[src/rtl/cpu_pkg.sv]
// -----------------------------------------------------------------------------
// cpu_pkg
// Shared CPU datapath definitions. The register file, Shift unit and ALU all
// import this package, so they agree on the data width and register addressing.
//   N        : data width in bits
//   ADDR_W   : register address width
//   NREGS    : register count (2**ADDR_W); R0 is hard-wired to zero
//   REG_ZERO : address of the zero register
//   reg_addr_t / reg_data_t : address and data types
//   reg_onehot() : address-to-one-hot decode with R0 always masked out
// -----------------------------------------------------------------------------
package cpu_pkg;

    localparam int N      = 16;
    localparam int ADDR_W = 3;
    localparam int NREGS  = 8;

    typedef logic [ADDR_W-1:0] reg_addr_t;
    typedef logic [N-1:0]      reg_data_t;

    localparam reg_addr_t REG_ZERO = 3'd0;

    // One-hot decode of a register address, qualified by en. The R0 bit is
    // always 0 because R0 can never be written or become pending.
    function automatic logic [NREGS-1:0] reg_onehot(input reg_addr_t addr, input logic en);
        logic [NREGS-1:0] vec;
        vec = {NREGS{1'b0}};
        if (en && (addr != REG_ZERO)) begin
            vec[addr] = 1'b1;
        end else begin
            vec = {NREGS{1'b0}};
        end
        return vec;
    endfunction

endpackage

[src/rtl/reg_file_if.sv]
// -----------------------------------------------------------------------------
// reg_file_if
// Bundles the register-file read, writeback and issue/scoreboard signals.
//   master : decode/writeback side (drives addresses, write strobe, issue)
//   slave  : register file side (returns read data, Stall, Pending)
// -----------------------------------------------------------------------------
interface reg_file_if;
    import cpu_pkg::*;

    reg_addr_t          Reg_read_addr_1;
    reg_addr_t          Reg_read_addr_2;
    reg_data_t          Reg_read_data_1;
    reg_data_t          Reg_read_data_2;
    logic               Reg_write_en;
    reg_addr_t          Reg_write_addr;
    reg_data_t          Reg_write_data;
    logic               Issue_valid;
    reg_addr_t          Issue_dest;
    logic               Stall;
    logic [NREGS-1:0]   Pending;

    modport master (
        output Reg_read_addr_1, Reg_read_addr_2,
        output Reg_write_en, Reg_write_addr, Reg_write_data,
        output Issue_valid, Issue_dest,
        input  Reg_read_data_1, Reg_read_data_2, Stall, Pending
    );

    modport slave (
        input  Reg_read_addr_1, Reg_read_addr_2,
        input  Reg_write_en, Reg_write_addr, Reg_write_data,
        input  Issue_valid, Issue_dest,
        output Reg_read_data_1, Reg_read_data_2, Stall, Pending
    );

endinterface

[src/rtl/reg_file_scoreboard.sv]
// -----------------------------------------------------------------------------
// reg_scoreboard
// Pending-write scoreboard: one bit per register marking an issued producer
// whose writeback has not arrived yet. Generates the issue Stall.
// Ports:
//   clk, rst_n          : clock, async active-low reset
//   issue_valid_i       : decode presents an instruction
//   issue_dest_i        : its destination register
//   rd_addr_1_i/2_i     : its source registers
//   wr_en_i, wr_addr_i  : writeback strobe and destination
//   stall_o             : instruction must hold this cycle (combinational)
//   pending_o           : scoreboard vector
// Optional feature macro: REG_FILE_BYPASS_EN -- a bit being cleared by this
// cycle's writeback no longer counts towards Stall.
// -----------------------------------------------------------------------------
module reg_scoreboard
    import cpu_pkg::*;
(
    input  logic              clk,
    input  logic              rst_n,
    input  logic              issue_valid_i,
    input  reg_addr_t         issue_dest_i,
    input  reg_addr_t         rd_addr_1_i,
    input  reg_addr_t         rd_addr_2_i,
    input  logic              wr_en_i,
    input  reg_addr_t         wr_addr_i,
    output logic              stall_o,
    output logic [NREGS-1:0]  pending_o
);

    logic [NREGS-1:0] pending_q;
    logic [NREGS-1:0] pending_d;
    logic [NREGS-1:0] set_vec_s;
    logic [NREGS-1:0] clr_vec_s;
    logic [NREGS-1:0] eff_pend_s;
    logic             stall_s;

    // Stall equation and next-state pending vector (set beats clear).
    always_comb begin
        clr_vec_s = reg_onehot(wr_addr_i, wr_en_i);
`ifdef REG_FILE_BYPASS_EN
        eff_pend_s = pending_q & ~clr_vec_s;
`else
        eff_pend_s = pending_q;
`endif
        // R0 never becomes pending, so eff_pend_s[0] is always 0.
        if (rst_n && issue_valid_i) begin
            stall_s = eff_pend_s[rd_addr_1_i] | eff_pend_s[rd_addr_2_i] | eff_pend_s[issue_dest_i];
        end else begin
            stall_s = 1'b0;
        end
        set_vec_s = reg_onehot(issue_dest_i, issue_valid_i && !stall_s);
        pending_d = (pending_q & ~clr_vec_s) | set_vec_s;
    end

    // Scoreboard state register.
    always_ff @(posedge clk or negedge rst_n) begin
        if (!rst_n) begin
            pending_q <= {NREGS{1'b0}};
        end else begin
            pending_q <= pending_d;
        end
    end

    assign stall_o   = stall_s;
    assign pending_o = pending_q;

endmodule

[src/rtl/reg_file.sv]
// -----------------------------------------------------------------------------
// reg_file
// 8 x 16-bit register file: two combinational read ports, one write port,
// plus a pending-write scoreboard that stalls issue on RAW/WAW hazards.
// Ports:
//   clk    : rising-edge clock
//   rst_n  : async active-low reset (clears storage and scoreboard)
//   bus    : reg_file_if.slave -- read addr/data, writeback, issue, Stall, Pending
// R0 always reads 0 and ignores writes.
// Optional feature macro: REG_FILE_BYPASS_EN -- a read of the register being
// written this cycle returns the write data in the same cycle.
// -----------------------------------------------------------------------------
module reg_file
    import cpu_pkg::*;
(
    input  logic       clk,
    input  logic       rst_n,
    reg_file_if.slave  bus
);

    reg_data_t regs_q [NREGS];
    reg_data_t regs_d [NREGS];
    logic      wr_hit_s;
    logic      stall_s;
    logic [NREGS-1:0] pending_s;

    // Read-port mux: zero register, optional write bypass, then storage.
    function automatic reg_data_t read_port(input reg_addr_t addr);
        reg_data_t data;
        if (!rst_n || (addr == REG_ZERO)) begin
            data = {N{1'b0}};
`ifdef REG_FILE_BYPASS_EN
        end else if (wr_hit_s && (bus.Reg_write_addr == addr)) begin
            data = bus.Reg_write_data;
`endif
        end else begin
            data = regs_q[addr];
        end
        return data;
    endfunction

    // Write decode and next-state storage.
    always_comb begin
        wr_hit_s = bus.Reg_write_en && (bus.Reg_write_addr != REG_ZERO);
        regs_d   = regs_q;
        if (wr_hit_s) begin
            regs_d[bus.Reg_write_addr] = bus.Reg_write_data;
        end else begin
            regs_d = regs_q;
        end
    end

    // Register storage.
    always_ff @(posedge clk or negedge rst_n) begin
        if (!rst_n) begin
            for (int i = 0; i < NREGS; i++) begin
                regs_q[i] <= {N{1'b0}};
            end
        end else begin
            regs_q <= regs_d;
        end
    end

    reg_scoreboard u_scoreboard (
        .clk           (clk),
        .rst_n         (rst_n),
        .issue_valid_i (bus.Issue_valid),
        .issue_dest_i  (bus.Issue_dest),
        .rd_addr_1_i   (bus.Reg_read_addr_1),
        .rd_addr_2_i   (bus.Reg_read_addr_2),
        .wr_en_i       (bus.Reg_write_en),
        .wr_addr_i     (bus.Reg_write_addr),
        .stall_o       (stall_s),
        .pending_o     (pending_s)
    );

    assign bus.Reg_read_data_1 = read_port(bus.Reg_read_addr_1);
    assign bus.Reg_read_data_2 = read_port(bus.Reg_read_addr_2);
    assign bus.Stall           = stall_s;
    assign bus.Pending         = pending_s;

endmodule
[src/flat_wrapper.sv]
// flat-port wrapper written by rule: the top's interface ports become plain ports
module reg_file_flat import cpu_pkg::*;
  (clk, rst_n, bus_Reg_read_addr_1, bus_Reg_read_addr_2, bus_Reg_write_en, bus_Reg_write_addr, bus_Reg_write_data, bus_Issue_valid, bus_Issue_dest, bus_Reg_read_data_1, bus_Reg_read_data_2, bus_Stall, bus_Pending);
  reg_file_if bus_i ();
  input  logic clk;
  input  logic rst_n;
  input wire logic [$bits(bus_i.Reg_read_addr_1)-1:0] bus_Reg_read_addr_1;
  input wire logic [$bits(bus_i.Reg_read_addr_2)-1:0] bus_Reg_read_addr_2;
  input wire logic [$bits(bus_i.Reg_write_en)-1:0] bus_Reg_write_en;
  input wire logic [$bits(bus_i.Reg_write_addr)-1:0] bus_Reg_write_addr;
  input wire logic [$bits(bus_i.Reg_write_data)-1:0] bus_Reg_write_data;
  input wire logic [$bits(bus_i.Issue_valid)-1:0] bus_Issue_valid;
  input wire logic [$bits(bus_i.Issue_dest)-1:0] bus_Issue_dest;
  output wire logic [$bits(bus_i.Reg_read_data_1)-1:0] bus_Reg_read_data_1;
  output wire logic [$bits(bus_i.Reg_read_data_2)-1:0] bus_Reg_read_data_2;
  output wire logic [$bits(bus_i.Stall)-1:0] bus_Stall;
  output wire logic [$bits(bus_i.Pending)-1:0] bus_Pending;
  assign bus_i.Reg_read_addr_1 = bus_Reg_read_addr_1;
  assign bus_i.Reg_read_addr_2 = bus_Reg_read_addr_2;
  assign bus_i.Reg_write_en = bus_Reg_write_en;
  assign bus_i.Reg_write_addr = bus_Reg_write_addr;
  assign bus_i.Reg_write_data = bus_Reg_write_data;
  assign bus_i.Issue_valid = bus_Issue_valid;
  assign bus_i.Issue_dest = bus_Issue_dest;
  assign bus_Reg_read_data_1 = bus_i.Reg_read_data_1;
  assign bus_Reg_read_data_2 = bus_i.Reg_read_data_2;
  assign bus_Stall = bus_i.Stall;
  assign bus_Pending = bus_i.Pending;
  reg_file u_core (.clk(clk), .rst_n(rst_n), .bus(bus_i));
endmodule
[config.mk]
export PLATFORM = sky130hd
export DESIGN_NAME = reg_file_flat
export DESIGN_NICKNAME = d
export VERILOG_FILES = /design/src/rtl/cpu_pkg.sv /design/src/rtl/reg_file_if.sv /design/src/rtl/reg_file_scoreboard.sv /design/src/rtl/reg_file.sv /design/src/flat_wrapper.sv
export SDC_FILE = /design/constraint.sdc
export NUM_CORES = 1
export LEC_CHECK = 0
export ABC_AREA = 1
export ABC_CLOCK_PERIOD_IN_PS = 1800
export BUFFER_PORTS_ARGS = -buffer_cell sky130_fd_sc_hd__clkbuf_2
export CORE_MARGIN = 5
export CORE_UTILIZATION = 45
export CTS_BUF_LIST = sky130_fd_sc_hd__clkbuf_4 sky130_fd_sc_hd__clkbuf_8
export CTS_CLUSTER_SIZE = 14
export DETAILED_ROUTE_END_ITERATION = 6
export SYNTH_ARGS = -nofsm -noshare
export SYNTH_HDL_FRONTEND = slang
export SYNTH_SLANG_ARGS = --single-unit
[constraint.sdc]
create_clock -name clk -period 1.8 [get_ports clk]
set_clock_uncertainty 0.15 [all_clocks]
set_input_delay 0.27 -clock clk [delete_from_list [all_inputs] [get_ports clk]]
set_output_delay 0.27 -clock clk [all_outputs]
set_load 0.1 [all_outputs]
# [After elaboration in Yosys (flattened, before gate mapping)]
# Index checks and enable logic that the tools add are counted.
[totals] ff_bits=136 output_inout_bits=41
[classes] n_lt_le_gt_ge=10 muxes=24 bitwise=8 reduce_logical=15
[ops] operator="128-bit bitwise mux" n=1
[ops] operator="16-bit two-way mux" n=7
[ops] operator="16-bit binary-select mux with 3-bit select" n=2
[ops] operator="16-bit demux with 3-bit select" n=1
[ops] operator="3-bit by 4-bit < comparator with 1-bit output (second input constant)" n=4
[ops] operator="8-bit two-way mux" n=2
[ops] operator="4-bit greater-or-equal comparator (second input constant)" n=3
[ops] operator="3-bit NOT with 4-bit output" n=3
[ops] operator="1-bit binary-select mux with 3-bit select" n=3
[ops] operator="8-bit AND" n=1
[ops] operator="8-bit NOT" n=1
[ops] operator="8-bit OR" n=1
[ops] operator="1-bit logical AND" n=7
[ops] operator="1-bit demux with 3-bit select" n=2
[ops] operator="3-bit by 1-bit greater-or-equal comparator with 1-bit output (second input constant)" n=2
[ops] operator="3-bit logical NOT" n=2
[ops] operator="1-bit two-way mux" n=6
[ops] operator="3-bit nonzero test" n=2
[ops] operator="4-bit by 1-bit < comparator with 1-bit output (second input constant)" n=1
[ops] operator="1-bit logical NOT" n=2
[ops] operator="1-bit logical OR" n=2
[ops] operator="1-bit OR" n=2

# [Depth between registers and ports, before layout]
[depth] depth_word=10 ltp_mapped=12

# [By module]
# Synthesis repeated with hierarchy kept, for this count alone.
[hier_totals] hier_cells=1268 hier_area_um2=8217.9
[by_module_without_submodules] module="reg_file" n_inst=1 cells_each=1152 area_per_inst_um2=7521.0
[by_module_without_submodules] module="reg_scoreboard" n_inst=1 cells_each=116 area_per_inst_um2=696.9

# [Least setup slack after synthesis]
# OpenSTA, ideal clock, no wires.
[synth_path] kind="in2out" startpoint="input bus_Reg_read_addr_2[0]" endpoint="output bus_Reg_read_data_2[3]" arrival_ps=2657 required_time_ps=1380 path_slack_ps=-1277 stages=6 path_buffers=3 cell_sequence="buf_4 > buf_4 > clkbuf_1 > a21oi_1 > o21ai_0 > a31oi_1"
[synth_via] elab_chain_len=5 elab_cells_between_ends=7 classes_between="mux: 4; bitwise: 1; reduce/logical: 2"
[synth_rtl] element="start, declared" line="flat_wrapper.sv:8" rtl="input wire logic [$bits(bus_i.Reg_read_addr_2)-1:0] bus_Reg_read_addr_2;"
[synth_rtl] element="3-bit NOT with 4-bit output (not written as such)" line="reg_file.sv:37" rtl="data = regs_q[addr];"
[synth_rtl] element="16-bit binary-select mux with 3-bit select" line="reg_file.sv:37"
[synth_rtl] element="16-bit two-way mux (not written as such) (2 in a row)" line="reg_file.sv:37"
[synth_rtl] element="16-bit two-way mux *" line="reg_file.sv:30" rtl="if (!rst_n || (addr == REG_ZERO)) begin"
[synth_rtl] element="end, declared" line="flat_wrapper.sv:15" rtl="output wire logic [$bits(bus_i.Reg_read_data_2)-1:0] bus_Reg_read_data_2;"
# Every way passes the cells marked *; elsewhere a longest branch is shown, timed or not. The select of a mux whose other input is x is not followed.

# [Worst setup path in the final report]
[layout_path] startpoint="register u_core.u_scoreboard.pending_q[1] (netlist: u_core.u_scoreboard.pending_o[1])" endpoint="output bus_Stall"
[layout_via] elab_chain_len=5 elab_cells_between_ends=9 classes_between="mux: 7; bitwise: 2"
[layout_rtl] element="start, declared" line="reg_file_scoreboard.sv:31" rtl="logic [NREGS-1:0] pending_q;"
[layout_rtl] element="start signal, assigned" line="reg_file_scoreboard.sv:59" rtl="pending_q <= {NREGS{1'b0}};"
[layout_rtl] element="start signal, assigned" line="reg_file_scoreboard.sv:61" rtl="pending_q <= pending_d;"
[layout_rtl] element="1-bit binary-select mux with 3-bit select" line="reg_file_scoreboard.sv:48" rtl="stall_s = eff_pend_s[rd_addr_1_i] | eff_pend_s[rd_addr_2_i] | eff_pend_s[issue_dest_i];"
[layout_rtl] element="1-bit two-way mux (not written as such)" line="reg_file_scoreboard.sv:48"
[layout_rtl] element="1-bit OR" line="reg_file_scoreboard.sv:48"
[layout_rtl] element="1-bit OR *" line="reg_file_scoreboard.sv:48"
[layout_rtl] element="1-bit two-way mux *" line="reg_file_scoreboard.sv:47" rtl="if (rst_n && issue_valid_i) begin"
[layout_rtl] element="end, declared" line="flat_wrapper.sv:16" rtl="output wire logic [$bits(bus_i.Stall)-1:0] bus_Stall;"
# Marks and branches as above.

==> qor.yml <==
max-clock-path-buffers: 2
wl_per_cell_um: 18.21
netlist_instances: 986
yosys_most_used_dff: "dfrtp_1"
ys_seq_area_share_pct: 46.13
overflow: 0
clock-sinks: 136
vias_per_cell: 5.510
ys_ff_latch: 136
period_share_pct: 126.7
worstPathMaxFanout: 5
io_pins: 73
cts_tree: "yes"
syn_avg_cell_area_um2: 7.482
grt_max_degree: 137
synthTopCellsByCount: "259 x o21ai_0, 181 x nand2_1, 136 x dfrtp_1"
worst_setup_path_start_kind: "register"
synth.most_common_cell: "o21ai_0"
place_congestion: 0.8448
synth_top_area_share_pct: 46.13
grt_first_pass_wirelength_um: 38330
cpPeakStageDelay_ns: 0.53
finalSetupViolCount: 33
crit_slowest_cell: "dfrtp_4"
total_leakage_power_nw: 4.433
reg2reg_to: "u_core.u_scoreboard.pending_o[7]"
route.top_layer_used: "met4"
n_antenna_cell: 0
wl_met1_um: 10480
synth_area_leaders: "dfrtp_1 46%, o21ai_0 18%, nand2_1 9.2%"
antenna_found_initial: 0
cp_cell_sequence: "nand2_2, nand3_1, nand2_1, nand2_1, nand2_1, nand2_2, o21bai_4, clkinvlp_4, buf_12"
die_w_um: 138.0
synth_edf_count: 0
dr_wl_met3_um: 1138
clk-insertion-delay-late_ns: 0.45
ir_drop_v: 0.0006509
die_h_um: 138.0
initialDrtViolationCount: 560
routed_wl_um: 23610
dpl_cell_area_mm2: 0.009532
outcome: "finished, violations left"
path_class: "register to output pin"
stdcell_area_mm2: 0.01033
violations: "design-rule violations, negative setup slack"
cts_root_buffer: "clkbuf_8"
wl_met2_um: 11780
tightest_slew_ns: 0.7817
end_kind: "output pin"
rows: 46
yosys_warnings: 0
finalHoldViolCount: 0
area_delta_synth_final_pct: 40.04
grt.total_usage_pct: 24.81
hpwl_um: 15630
initial_core_util_pct: 46.11
critPathCapture: "bus_Stall"
rrSetupSlack_ns: 0.15
io_buffers: 72
nNetsFinal: 1100
hold_start: "bus_Reg_write_data[13]"
r2r-start: "u_core.u_scoreboard.pending_o[1]"
fin_cells: 1296
dpl_worst_slack_ns: -0.3099
h-tree-depth: 4
path_clk_slew_ns: 0.08
drtAntennaViolNets: 0
reg2regPathDepth: 10
postSynth.asyncResetShare_pct: 100.0
dieArea_mm2: 0.01905
period_needed_ns: 2.281
arrival_ns: 1.86
timing.final.ws_setup_ns: -0.4809
synth_area_leader_cell: "dfrtp_1"
hold_class: "input pin to register"
drive_gt1_share_pct: 32.13
slew_violations: 0
cts_made_buffers: 17
core-area_mm2: 0.01600
synth_nets: 1018
max_cap_violations: 0
rsz0062_at_grt: "yes"
grt_pass1_vias: 6981
required_ns: 1.38
relSlewSlack_pct: 47.89
cp-startpoint: "u_core.u_scoreboard.pending_o[1]"
pwr_density_cell_mw_per_mm2: 962.5
syn-cell-area_mm2: 0.007377
dp_cells: 1251
vias: 7141
finalSetupTns_ns: -8.776
dr.pass1.iters: 7
synthDistinctLibCells: 21
cp_common_cell: "nand2_1"
drc: 2
fmax_mhz: 438.4
==> worst max-delay path: cells and delay by family, from the launching register on <==
| family | cells | cell delay, ns |
|---|---|---|
| buffers and inverters | 2 | 0.29 |
| AOI/OAI and AO/OA | 1 | 0.18 |
| and+or+nand+nor | 6 | 0.41 |
| DFF | 1 | 0.53 |
==> layout make-up <==
class,instances,area [um^2]
fill,1405,5669
inverter,88,339.1
timing repair buffer,154,1808
clock buffer,19,255.2
sequential,136,3433
multi-input combinational,671,4083
clock inverter,12,142.6
tap,216,270.3
==> repair_timing <==
action	in CTS	in global routing
endpoints found under the hold margin	141	0
resized for setup	118	33
setup endpoints to repair	38	36
setup buffers	5	5
hold buffers	4	0
pin swaps	54	23
==> state kept, by name, indices dropped and copies added, names as in the netlist <==
name,flops
u_core.regs_q,128
u_core.u_scoreboard.pending_o,8
==> how the worst min path moves through the flow <==
stage	end	depth (start not counted)
finish	u_core.regs_q[13]	3
global route	u_core.regs_q[9]	3
CTS	u_core.regs_q[9]	3
detailed placement	u_core.regs_q[118]	0
global placement	u_core.regs_q[118]	0
floorplan	u_core.regs_q[0]	0
==> stage by stage <==
stage | power, mW | hold slack (ns) | utilization, %
2_1_floorplan | 6.122 | -0.1756 | -
3_3_place_gp | 7.054 | 0.2315 | 59.57
3_5_place_dp | 7.115 | 0.2293 | 59.57
4_1_cts | 9.907 | 0.005373 | 63.86
5_1_grt | 10.45 | 0.02756 | 64.57
6_report | 9.944 | 0.02373 | 64.57
==> routing by layer <==
layer,vias up,GRT usage [%]
met5,-,0
met4,0,5.668
met3,17,4.724
met2,194,41.83
met1,3430,33.36
li1,3500,-
==> power by group <==
| part | total [mW] | switching (mW) | internal [mW] | leakage (nW) |
|---|---|---|---|---|
| combinational | 3.34 | 2.15 | 1.19 | 2.54 |
| sequential | 3.99 | 0.405 | 3.59 | 1.70 |
| clock | 2.61 | 1.31 | 1.30 | 0.195 |
==> cells in the final DEF (no fill, tap or decap), types with 28 or more instances in the layout <==
master / n
a21oi_1: 52
a21oi_2: 28
a31oi_4: 34
buf_12: 55
buf_4: 59
clkbuf_2: 28
dfrtp_1: 128
inv_1: 60
nand2_1: 175
nor2_1: 50
o211ai_1: 32
o21ai_0: 135
o21ai_1: 75
o21ai_2: 48
==> logic make-up after synthesis <==
group | Yosys count | synth area share [%]
and+or+nand+nor | 262 | 13.87
buffers and inverters | 179 | 9.973
DFF | 136 | 46.13
AOI/OAI and AO/OA | 409 | 30.02
No activity file was read; power rests on OpenSTA's default activity.
